--- config.mk ---
export PLATFORM = sky130hd
export DESIGN_NAME = uart_prog_loader
export DESIGN_NICKNAME = d
export VERILOG_FILES = /design/src/rtl/uart_prog_loader.sv
export SDC_FILE = /design/constraint.sdc
export NUM_CORES = 1
export LEC_CHECK = 0
export CELL_PAD_IN_SITES_DETAIL_PLACEMENT = 1
export CELL_PAD_IN_SITES_GLOBAL_PLACEMENT = 1
export CORE_MARGIN = 10
export CORE_UTILIZATION = 30
export DETAILED_ROUTE_END_ITERATION = 10
export HOLD_SLACK_MARGIN = 0.15
export PLACE_DENSITY = 0.71
export SETUP_SLACK_MARGIN = 0.1
export SYNTH_ARGS = -nofsm -noshare
export SYNTH_HDL_FRONTEND = slang
export SYNTH_SLANG_ARGS = --single-unit
--- constraint.sdc ---
create_clock -name clock -period 5.2 [get_ports clock]
set_input_delay 1.04 -clock clock [delete_from_list [all_inputs] [get_ports clock]]
set_output_delay 1.04 -clock clock [all_outputs]
set_load 0.03 [all_outputs]
--- src/rtl/uart_prog_loader.sv ---
// rtl/uart_prog_loader.sv - UART 8N1 receiver that packs big-endian bytes into
// instruction words and writes them to instruction memory from address 0.
module uart_prog_loader #(
    parameter int CLKS_PER_BIT = 868,
    parameter int ADDR_WIDTH   = 14,
    parameter int IDLE_CLKS    = 1000000
) (
    input  logic                  clock,
    input  logic                  reset,
    input  logic                  prog_en,
    input  logic                  rx,
    output logic                  wr_en,
    output logic [ADDR_WIDTH-1:0] wr_addr,
    output logic [31:0]           wr_data,
    output logic [ADDR_WIDTH:0]   word_count,
    output logic                  done,
    output logic                  frame_err
);

    localparam int CW = $clog2(CLKS_PER_BIT + 1);
    localparam int IW = $clog2(IDLE_CLKS + 1);
    localparam logic [ADDR_WIDTH-1:0] ADDR_MAX = '1;

    typedef enum logic [2:0] {
        S_IDLE,
        S_START,
        S_DATA,
        S_STOP,
        S_DONE
    } state_t;

    state_t                state_q, state_d;
    logic                  rx_s1_q, rx_s1_d;
    logic                  rx_s2_q, rx_s2_d;
    logic [CW-1:0]         clk_cnt_q, clk_cnt_d;
    logic [2:0]            bit_cnt_q, bit_cnt_d;
    logic [7:0]            shift_q, shift_d;
    logic [1:0]            byte_idx_q, byte_idx_d;
    logic [23:0]           word_q, word_d;
    logic [IW-1:0]         idle_cnt_q, idle_cnt_d;
    logic                  wr_en_q, wr_en_d;
    logic [ADDR_WIDTH-1:0] wr_addr_q, wr_addr_d;
    logic [31:0]           wr_data_q, wr_data_d;
    logic [ADDR_WIDTH:0]   word_count_q, word_count_d;
    logic                  done_q, done_d;
    logic                  frame_err_q, frame_err_d;

    always_comb begin
        state_d      = state_q;
        rx_s1_d      = rx;
        rx_s2_d      = rx_s1_q;
        clk_cnt_d    = clk_cnt_q;
        bit_cnt_d    = bit_cnt_q;
        shift_d      = shift_q;
        byte_idx_d   = byte_idx_q;
        word_d       = word_q;
        idle_cnt_d   = idle_cnt_q;
        wr_en_d      = 1'b0;
        wr_addr_d    = wr_addr_q;
        wr_data_d    = wr_data_q;
        word_count_d = word_count_q;
        done_d       = done_q;
        frame_err_d  = 1'b0;

        case (state_q)
            S_IDLE: begin
                // A start edge always beats a timeout landing in the same cycle.
                if (!rx_s2_q) begin
                    state_d    = S_START;
                    clk_cnt_d  = '0;
                    idle_cnt_d = '0;
                end else if (word_count_q != '0) begin
                    if (idle_cnt_q == IW'(IDLE_CLKS - 1)) begin
                        done_d  = 1'b1;
                        state_d = S_DONE;
                    end else begin
                        idle_cnt_d = idle_cnt_q + 1'b1;
                    end
                end
            end
            S_START: begin
                if (clk_cnt_q == CW'(CLKS_PER_BIT / 2 - 1)) begin
                    clk_cnt_d = '0;
                    bit_cnt_d = '0;
                    state_d   = rx_s2_q ? S_IDLE : S_DATA;
                end else begin
                    clk_cnt_d = clk_cnt_q + 1'b1;
                end
            end
            S_DATA: begin
                if (clk_cnt_q == CW'(CLKS_PER_BIT - 1)) begin
                    clk_cnt_d = '0;
                    shift_d   = {rx_s2_q, shift_q[7:1]};
                    if (bit_cnt_q == 3'd7) begin
                        state_d = S_STOP;
                    end else begin
                        bit_cnt_d = bit_cnt_q + 1'b1;
                    end
                end else begin
                    clk_cnt_d = clk_cnt_q + 1'b1;
                end
            end
            S_STOP: begin
                if (clk_cnt_q == CW'(CLKS_PER_BIT - 1)) begin
                    clk_cnt_d = '0;
                    state_d   = S_IDLE;
                    if (rx_s2_q) begin
                        if (byte_idx_q == 2'd3) begin
                            wr_en_d    = 1'b1;
                            wr_data_d  = {word_q, shift_q};
                            byte_idx_d = 2'd0;
                        end else begin
                            word_d     = {word_q[15:0], shift_q};
                            byte_idx_d = byte_idx_q + 1'b1;
                        end
                    end else begin
                        frame_err_d = 1'b1;
                        byte_idx_d  = 2'd0;
                    end
                end else begin
                    clk_cnt_d = clk_cnt_q + 1'b1;
                end
            end
            default: begin
            end
        endcase

        // Address and count advance after the strobe; the last address never wraps.
        if (wr_en_q) begin
            word_count_d = word_count_q + 1'b1;
            if (wr_addr_q == ADDR_MAX) begin
                done_d  = 1'b1;
                state_d = S_DONE;
            end else begin
                wr_addr_d = wr_addr_q + 1'b1;
            end
        end
    end

    always_ff @(posedge clock) begin
        if (reset || !prog_en) begin
            state_q      <= S_IDLE;
            rx_s1_q      <= 1'b1;
            rx_s2_q      <= 1'b1;
            clk_cnt_q    <= '0;
            bit_cnt_q    <= '0;
            shift_q      <= '0;
            byte_idx_q   <= '0;
            word_q       <= '0;
            idle_cnt_q   <= '0;
            wr_en_q      <= 1'b0;
            wr_addr_q    <= '0;
            wr_data_q    <= '0;
            word_count_q <= '0;
            done_q       <= 1'b0;
            frame_err_q  <= 1'b0;
        end else begin
            state_q      <= state_d;
            rx_s1_q      <= rx_s1_d;
            rx_s2_q      <= rx_s2_d;
            clk_cnt_q    <= clk_cnt_d;
            bit_cnt_q    <= bit_cnt_d;
            shift_q      <= shift_d;
            byte_idx_q   <= byte_idx_d;
            word_q       <= word_d;
            idle_cnt_q   <= idle_cnt_d;
            wr_en_q      <= wr_en_d;
            wr_addr_q    <= wr_addr_d;
            wr_data_q    <= wr_data_d;
            word_count_q <= word_count_d;
            done_q       <= done_d;
            frame_err_q  <= frame_err_d;
        end
    end

    assign wr_en      = wr_en_q;
    assign wr_addr    = wr_addr_q;
    assign wr_data    = wr_data_q;
    assign word_count = word_count_q;
    assign done       = done_q;
    assign frame_err  = frame_err_q;

endmodule

# Word-level counts from Yosys, hierarchy flattened

Cells that the tools add are included.

Register bits: 136

Reductions and logical operators: 17
Multiplexer cells: 32
Add/sub/neg operators: 6
Bitwise operators: 5
Equality and inequality tests: 15

Operators with widths:

| kind                    | count |
|---|---|
| $mux W20                | 3 |
| $mux W3                 | 12 |
| $mux W10                | 3 |
| $pmux W10 S3            | 1 |
| $add A20 B1 Y20 const B | 1 |
| $eq A20 B20 Y1 const B  | 1 |
| $add A15 B1 Y15 const B | 1 |
| $reduce_bool A15 Y1     | 1 |
| $add A14 B1 Y14 const B | 1 |
| $eq A14 B14 Y1 const B  | 1 |
| $pmux W3 S4             | 1 |
| $reduce_and A4 Y1       | 3 |
| $add A10 B1 Y10 const B | 1 |
| $eq A10 B10 Y1 const B  | 1 |
| $eq A10 B9 Y1 const B   | 1 |
| $ne A2 B2 Y1 const B    | 5 |
| $mux W1                 | 8 |
| $reduce_and A2 Y1       | 4 |
| $eq A3 B2 Y1 const B    | 2 |
| $mux W2                 | 3 |
| $pmux W3 S2             | 1 |
| $not A1 Y1              | 5 |
| $reduce_or A4 Y1        | 1 |
| $add A3 B1 Y3 const B   | 1 |
| other kinds (13)        | 13 |

# Longest topological paths before layout

Gate-level depths: netlist of run 1.

Word-level depth: 7
Depth in mapped cells: 10
Depth with buffers taken out: 8

# Worst setup path before layout of run 1

Ideal clock, no wire load.

Kind: in2reg
Start: input reset
End: register clk_cnt_q[9]
Cell stages on the path: 5
Required time: 5.140 ns
Slack: 3.025 ns
Path buffers: 1
Data arrival time: 2.115 ns
Cells stage by stage: nand2b_1 > clkbuf_1 > or3_1 > nor4b_1 > a311o_1

Cells in the longest elaborated chain, start to end: 1

RTL lines:

| item                   | line | source |
|---|---|---|
| start: declaration     | 9    | `input logic reset,` |
| $logic_or A1 B1 Y1     | 141  | `if (reset \|\| !prog_en) begin` |
| end signal: assignment | 161  | `clk_cnt_q <= clk_cnt_d;` |
| end: declaration       | 35   | `logic [CW-1:0] clk_cnt_q, clk_cnt_d;` |

No other way between the ends.
A chain may end at the register's enable or synchronous reset.

# Worst setup path after layout of run 1

Start: input prog_en
End: register idle_cnt_q[3]

Cells in the longest elaborated chain, start to end: 2

RTL lines:

| item                   | line | source |
|---|---|---|
| start: declaration     | 10   | `input logic prog_en,` |
| $logic_not A1 Y1       | 141  |  |
| $logic_or A1 B1 Y1     | 141  |  |
| end signal: assignment | 166  | `idle_cnt_q <= idle_cnt_d;` |
| end: declaration       | 40   | `logic [IW-1:0] idle_cnt_q, idle_cnt_d;` |

No other way between the ends.

==> results of run 1 <==
[kinds of logic after synthesis]
family	count (synthesis)	synth area share [%]
buffers and inverters	48	3.42
adders and majority gates	9	1.96
xor gates and xnor gates	29	4.42
AOI/OAI and AO/OA	128	13.3
DFF	136	47.3
and+or+nand+nor	328	27.3
muxes	13	2.31
[worst max-delay path by stage]
stage          startpoint             to  slack (ns)  depth (start not counted)
3_5_place_dp      prog_en  idle_cnt_q[3]        1.82                          5
3_3_place_gp      prog_en  idle_cnt_q[3]        1.94                          5
5_1_grt           prog_en  idle_cnt_q[3]        2.08                          5
2_1_floorplan       reset   clk_cnt_q[9]        3.02                          5
6_report          prog_en  idle_cnt_q[3]        2.28                          5
4_1_cts           prog_en  idle_cnt_q[3]        2.27                          5
[flip-flops by register name (all words and copies together) (netlist names), 2 cells and up]
signal / count
wr_addr: 14
byte_idx_q: 2
shift_q: 8
state_q: 3
clk_cnt_q: 10
wr_data: 32
word_count: 15
word_q: 24
idle_cnt_q: 20
bit_cnt_q: 3
[cell type report]
type / count / area, um2
flip-flops and latches: 136 / 2720
fillers: 2252 / 11500
well taps: 234 / 293
multi-input cells: 507 / 2850
clock inverters: 14 / 161
inverters: 13 / 48.8
clock buffers: 18 / 439
repair buffers: 73 / 716
[per-stage QoR]
| step | std cells | cell area [um2] | utilization, % |
|---|---|---|---|
| 3_3_place_gp | 963 | 6630 | 35.3 |
| 3_5_place_dp | 963 | 6630 | 35.3 |
| 4_1_cts | 995 | 7230 | 38.5 |
| 6_report | 995 | 7230 | 38.5 |
| 2_1_floorplan | 691 | 5750 | - |
| 5_1_grt | 995 | 7230 | 38.5 |
[cell usage after synthesis, types with 2 or more instances]
library cell / n / area [um2]
nand4_1: 15 / 93.8
a22o_1: 2 / 17.5
nor3_1: 10 / 50.1
o21ai_0: 9 / 45.0
a21o_1: 2 / 15.0
o31ai_1: 9 / 67.6
mux2_2: 2 / 22.5
and4_1: 2 / 17.5
or3_1: 8 / 50.1
or4_1: 12 / 90.1
clkbuf_1: 22 / 82.6
nand4b_1: 2 / 17.5
nor4b_1: 4 / 35.0
buf_1: 2 / 7.51
a31oi_1: 4 / 25.0
ha_1: 9 / 113
a21oi_1: 81 / 405
and3_1: 6 / 37.5
nor2_1: 66 / 248
nand3_1: 20 / 100
nand2b_1: 5 / 31.3
nand4_2: 2 / 25.0
nor4_1: 9 / 56.3
inv_1: 12 / 45.0
dfxtp_1: 136 / 2720
o21a_1: 4 / 30.0
o21ai_1: 2 / 10.0
nand3b_1: 3 / 22.5
xor2_1: 19 / 166
buf_2: 10 / 50.1
nand2_1: 150 / 563
mux2i_1: 11 / 110
xnor2_1: 10 / 87.6
o211ai_1: 2 / 15.0
[metal layers]
metal	GRT usage, %	wire length, um	vias to the layer above
met5	0	0	-
met4	4.37	178	0
met3	3.97	667	14
met2	19.1	6980	75
met1	16.3	7750	2466
li1	-	-	2511
[report_power, final]
part / internal, W / leakage (nW) / total [W] / switching (W)
Clock: 0.000732 / 0.286 / 0.00124 / 0.000508
Combinational: 0.00000630 / 0.909 / 0.0000288 / 0.0000225
Sequential: 0.00104 / 1.09 / 0.00104 / 0.00000101
Total: 0.00178 / 2.29 / 0.00231 / 0.000531
==> impl_metrics.toml, run 1 <==
[floorplan]
die_area_mm2 = 0.0251
row_count = 50
core_area_mm2 = 0.0188
num_io_pins = 68
chipHeight_um = 158
fp.dieW_um = 158
start_util_pct = 30.6

[finish]
n_antenna_cell = 0
layout_commonest_cell = "nand2_1"
fin_nets = 761
drive_above_1_share_pct = 7.36
areaGrowthSynthToFinish_pct = 25.8
final_cell_mix = "nand2_1 (150), dfxtp_1 (136), a21oi_1 (81)"

[grt]
grt_max_degree = 68
grt_pass1_vias = 5088
gr-total-overflow = 0
grt_pass1_wl_um = 25700
grt_use_total_pct = 12.5
antenna_found_initial = 0

[route]
dr.first_iter.drc_count = 197
wl_per_cell_um = 15.6
post-route-drc-count = 0
drt_wl_total_um = 15600
ant_nets = 0
dr.pass1.iters = 4
via_per_inst = 5.09
num_vias = 5066

[synth]
async_reset_ff_share_pct = 0
yosysSeqAreaShare_pct = 47.3
syn_inst = 691
synth_seq_cells = 136
syn_avg_cell_area_um2 = 8.32
synthesis.nets = 704
synth_edf_count = 0
netlist_area_mm2 = 0.00575
synthFlopType = "dfxtp_1"
synthDistinctLibCells = 63
yosysWarningCount = 0

[critical_path]
r2r_end = "idle_cnt_q[10]"
start_kind = "input pin"
crit_slowest_cell = "or4_1"
r2r_cells = 8
crit_top_cell = "nand2_1"
slowest_delay_ns = 0.65
reg2reg_setup_slack_ns = 2.40
critPathRequiredTime_ns = 5.56
worstPathCellList = "clkdlybuf4s50_1, nor2b_1, nand2_1, or4_1, nand2_1"
crit_buf_inv = 1
reg2reg_from = "word_count[0]"
crit_type = "input pin to flop"
end_kind = "flop"
critPathMaxFanout = 17
crit_family = "simple AND/OR/NAND/NOR gates"
worstPathArrival_ns = 3.28

[timing]
relSlewSlack_pct = 30.2
finalSetupTns_ns = 0
post-route-min-period_ns = 2.92
setup_slack_ns = 2.28
setup_violations = 0
fin_worst_skew_ns = 0.0140
fmax_ghz = 0.342
hold_viol_final = 0
timing.hold.ws_ns = 0.411
report.final.slew_viol_count = 0
post-route-period-util_pct = 56.2
tightest_slew_ns = 1.05
rsz0062_at_grt = "no"

[clock_tree]
cts_tree = "yes"
cts_sinks = 136
cts_buffers = 17
cts_post_setup_buffers_inserted = 0
clkTransAtPathRegs_ns = 0.06
hold_buffers = 0
post_cts_resized = 0
clk_path_buf_depth = 2
root_buffer = "clkbuf_16"
insertion_delay_ns = 0.43
cts-htree-levels = 4

[min_path]
worstHoldPathType = "flop to flop"
hold_start = "rx_s1_q"
hold_depth = 1
whs_endpoint = "rx_s2_q"

[power_and_ir_drop]
p_total_w = 0.00231
p_per_area_mw_per_mm2 = 319
leakage_nw = 2.29
ir_drop_mv = 0.233

[placed_design]
placement.io_buffers = 67
place_congestion = 0.813
pre_cts_ws_ns = 1.82
dp_hpwl_um = 10100

[flow_run]
maxCapViolCount = 0

[run_status]
outcome = "completed"
(Power assumes the default switching activity.)
==> run 2, diff against run 1 <==
==> constraint.sdc (replaced) <==
create_clock -name clock -period 2.9 [get_ports clock]
set_input_delay 0.58 -clock clock [delete_from_list [all_inputs] [get_ports clock]]
set_output_delay 0.58 -clock clock [all_outputs]
set_load 0.03 [all_outputs]
==> impl_metrics.toml, run 2 (synthesis results as in run 1) <==
[run_status]
outcome = "completed"

[finish]
drive_above_1_share_pct = 8.44
layout_commonest_cell = "nand2_1"
areaGrowthSynthToFinish_pct = 27.1
fill_cells = 2231
n_antenna_cell = 0
fin_nets = 770
instances_no_fill = 1004
largest_reg_flops = 32
final_cell_mix = "nand2_1 (150), dfxtp_1 (136), a21oi_1 (81)"

[critical_path]
start_kind = "flop"
crit_type = "flop to flop"
worstPathCellList = "inv_1, ha_1, nor4b_1, nand4_1, and3b_1, a21oi_2, buf_4, o31ai_1, a21oi_1"
slowest_delay_ns = 0.49
end_kind = "flop"
worstPathArrival_ns = 2.77
critPathMaxFanout = 15
crit_slowest_cell = "a21oi_2"
critPathRequiredTime_ns = 3.25

[timing]
setup_violations = 0
report.final.slew_viol_count = 0
rsz0062_at_grt = "no"
post-route-period-util_pct = 83.6
relSlewSlack_pct = 50.7
setup_slack_ns = 0.474
finalSetupTns_ns = 0
tightest_slew_ns = 0.732
fin_worst_skew_ns = 0.0103
post-route-min-period_ns = 2.43
fmax_ghz = 0.412
timing.hold.ws_ns = 0.411
hold_viol_final = 0

[grt]
grt_pass1_vias = 4933
grt_pass1_wl_um = 25100
grt_use_total_pct = 12.3
antenna_found_initial = 0
gr-total-overflow = 0
grt_max_degree = 43

[flow_run]
maxCapViolCount = 0

[clock_tree]
clkTransAtPathRegs_ns = 0.06
cts-htree-levels = 4
clk_path_buf_depth = 2
root_buffer = "clkbuf_16"
cts_buffers = 17
cts_sinks = 136
post_cts_resized = 0
cts_post_setup_buffers_inserted = 0
hold_buffers = 0
cts_tree = "yes"
insertion_delay_ns = 0.43

[route]
dr.pass1.iters = 4
drt_wl_total_um = 15100
post-route-drc-count = 0
ant_nets = 0
dr.first_iter.drc_count = 221
via_per_inst = 5.00
num_vias = 5021
wl_per_cell_um = 15.0

[min_path]
worstHoldPathType = "flop to flop"

[floorplan]
num_io_pins = 68
row_count = 50
die_area_mm2 = 0.0251
fp.dieW_um = 158
start_util_pct = 30.6
chipHeight_um = 158
core_area_mm2 = 0.0188

[power_and_ir_drop]
ir_drop_mv = 0.398
leakage_nw = 2.33
p_per_area_mw_per_mm2 = 567

[placed_design]
placement.io_buffers = 67
dp.cells = 972
pre_cts_ws_ns = 0.448
dp_hpwl_um = 10400
place_congestion = 0.785
-- run 2: changes by cell type in the layout (fill, tap and decap cells not counted), sizes merged --
| cell | previous run | this run |
|---|---|---|
| buf | 6 | 15 |
| inv | 21 | 22 |
| clkbuf | 18 | 17 |
-- run 2: critical path: cells and delay by family, from the launching register on --
family / cells / cell delay (ns)
AO/OA/AOI/OAI: 3 / 0.72
adder cells (fa/ha/maj): 1 / 0.14
buffers and inverters: 2 / 0.37
flip-flops: 1 / 0.37
AND/OR/NAND/NOR: 3 / 0.74
-- run 2: where the power goes --
part	total, W	switching (W)	internal (W)
logic	0.0000603	0.0000440	0.0000163
clock network	0.00222	0.000913	0.00130
registers	0.00187	0.000000685	0.00187
total	0.00415	0.000958	0.00319
-- run 2: routing by layer --
metal,global-route usage (%),wire (um)
met2,17.9,6580
met1,16.6,7580
met5,0,0
met3,3.86,740
met4,4.37,176
-- run 2: metrics by stage --
step           utilization (%)  power [W]  cell area (um2)
2_1_floorplan                -    0.00195             5750
3_3_place_gp              35.7    0.00197             6700
3_5_place_dp              35.7    0.00197             6700
4_1_cts                   38.9    0.00421             7310
5_1_grt                   38.9    0.00429             7310
6_report                  38.9    0.00415             7310
-- run 2: worst paths after layout --
| kind | startpoint | endpoint | slack, ns | depth (start not counted) |
|---|---|---|---|---|
| setup / recovery | word_count[0] | idle_cnt_q[9] | 0.47 | 9 |
| hold / removal | rx_s1_q | rx_s2_q | 0.41 | 1 |
| setup reg to reg | word_count[0] | idle_cnt_q[9] | 0.47 | 9 |
| hold reg to reg | rx_s1_q | rx_s2_q | 0.41 | 1 |
-- run 2: final cells by class --
| class | count | area [um2] | area share [%] |
|---|---|---|---|
| Multi-Input combinational cell | 507 | 2850 | 39.1 |
| Sequential cell | 136 | 2720 | 37.3 |
| Timing Repair Buffer | 82 | 783 | 10.7 |
| Clock buffer | 17 | 425 | 5.82 |
| Tap cell | 234 | 293 | 4.01 |
| Clock inverter | 15 | 180 | 2.47 |
| Inverter | 13 | 48.8 | 0.668 |
==> run 3, diff against run 2 <==
==> constraint.sdc (replaced) <==
create_clock -name clock -period 2.4 [get_ports clock]
set_input_delay 0.48 -clock clock [delete_from_list [all_inputs] [get_ports clock]]
set_output_delay 0.48 -clock clock [all_outputs]
set_load 0.03 [all_outputs]
==> impl_metrics.toml, run 3 (synthesis results as in run 1) <==
[critical_path]
crit_slowest_cell = "or3b_4"
end_kind = "flop"
critPathRequiredTime_ns = 2.71
crit_family = "compound AO/OA/AOI/OAI gates"
worstPathArrival_ns = 2.46
worstPathCellList = "or3b_4, o31a_1, o22ai_2, a21o_4, inv_2, a311o_1"
crit_buf_inv = 1
crit_type = "flop to flop"
slowest_delay_ns = 0.46
critPathMaxFanout = 7
start_kind = "flop"

[placed_design]
dp_hpwl_um = 10800
pre_cts_ws_ns = 0.241
place_congestion = 0.767
placement.io_buffers = 67

[finish]
areaGrowthSynthToFinish_pct = 29.7
drive_above_1_share_pct = 10.6
regArea_mm2 = 0.00273
largest_reg_flops = 32
fin_nets = 785
fill_cells = 2211
layout_commonest_cell = "nand2_1"
multi_input_area_mm2 = 0.00287
n_antenna_cell = 0
final_cell_mix = "nand2_1 (150), dfxtp_1 (134), a21oi_1 (81)"

[route]
dr.pass1.iters = 4
num_vias = 5073
ant_nets = 0
via_per_inst = 4.98
dr.first_iter.drc_count = 141
post-route-drc-count = 0
drt_wl_total_um = 15900
wl_per_cell_um = 15.6

[floorplan]
fp.dieW_um = 158
row_count = 50
num_io_pins = 68
core_area_mm2 = 0.0188
chipHeight_um = 158
die_area_mm2 = 0.0251
start_util_pct = 30.6

[power_and_ir_drop]
pwr-share-clk_pct = 52.4
internal_power_w = 0.00376
switching_share_pct = 23.3
p_per_area_mw_per_mm2 = 657
p_switching_w = 0.00114
power_frac_seq_pct = 46.1
leakage_nw = 2.43
comb_power_share_pct = 1.5
ir_drop_mv = 0.473

[min_path]
worstHoldPathType = "flop to flop"

[run_status]
outcome = "completed"

[grt]
grt_pass1_wl_um = 26500
gr-total-overflow = 0
grt_pass1_vias = 5246
grt_max_degree = 52
grt_use_total_pct = 12.9
antenna_found_initial = 0

[timing]
fmax_ghz = 0.465
relSlewSlack_pct = 65.2
report.final.slew_viol_count = 0
rsz0062_at_grt = "yes"
tightest_slew_ns = 0.521
post-route-period-util_pct = 89.6
setup_slack_ns = 0.250
hold_viol_final = 0
finalSetupTns_ns = 0
post-route-min-period_ns = 2.15
fin_worst_skew_ns = 0.0106
setup_violations = 0

[clock_tree]
cts_tree = "yes"
cts_buffers = 17
root_buffer = "clkbuf_16"
hold_buffers = 0
clk_path_buf_depth = 2
insertion_delay_ns = 0.42
cts_sinks = 136
clkTransAtPathRegs_ns = 0.06
cts-htree-levels = 4

[flow_run]
maxCapViolCount = 0
## run 3: power groups by stage
stage                     logic [W]  registers, W  clock network [W]
after floorplan           0.0000447       0.00231                  0
after global placement    0.0000745       0.00231                  0
after detailed placement  0.0000747       0.00231                  0
after CTS                 0.0000754       0.00226            0.00264
after global routing      0.0000818       0.00226            0.00274
final                     0.0000735       0.00226            0.00257
## run 3: worst register-to-register path, cell delays in order (launching register included)
cell and delay (ns):
dfxtp_1 0.43, or3b_4 0.46, o31a_1 0.36, o22ai_2 0.25, a21o_4 0.22, inv_2 0.04
a311o_1 0.29
## run 3: through the flow
stage	cell area (um2)	hold WS, ns	total power [W]	cells	util, %
6_report	7460	0.423	0.00490	1019	39.8
5_1_grt	7460	0.443	0.00508	1019	39.8
4_1_cts	7410	0.421	0.00497	1017	39.5
3_5_place_dp	6820	0.399	0.00238	985	36.4
3_3_place_gp	6820	0.388	0.00238	985	36.4
2_1_floorplan	5750	0.386	0.00235	691	-
## run 3: layout make-up
| type | instances | area share (%) |
|---|---|---|
| well taps | 234 | 3.92 |
| inverters | 13 | 0.654 |
| flip-flops and latches | 136 | 36.5 |
| clock buffers | 18 | 5.89 |
| repair buffers | 97 | 12.6 |
| multi-input cells | 507 | 38.5 |
| clock inverters | 14 | 1.93 |
## run 3: final timing paths
path / from / end / slack [ns] / depth (start not counted)
worst max-delay path: clk_cnt_q[8] / clk_cnt_q[9] / 0.25 / 6
worst min-delay path: rx_s1_q / rx_s2_q / 0.42 / 1
worst max register to register: clk_cnt_q[8] / clk_cnt_q[9] / 0.25 / 6
worst min register to register: rx_s1_q / rx_s2_q / 0.42 / 1
## run 3: layer usage
layer	share of wire (%)	vias to the layer above	global-route usage [%]	wire length (um)
li1	-	2560	-	-
met1	47	2422	16.1	7490
met2	46	78	20.5	7360
met3	5.7	13	4.43	901
met4	1.0	0	4.10	167
met5	0	-	0	0
## run 3: repair_timing
item                       4_1_cts  5_1_grt
setup endpoints to repair        0       59
resized for setup                0        6
setup buffers                    0        1
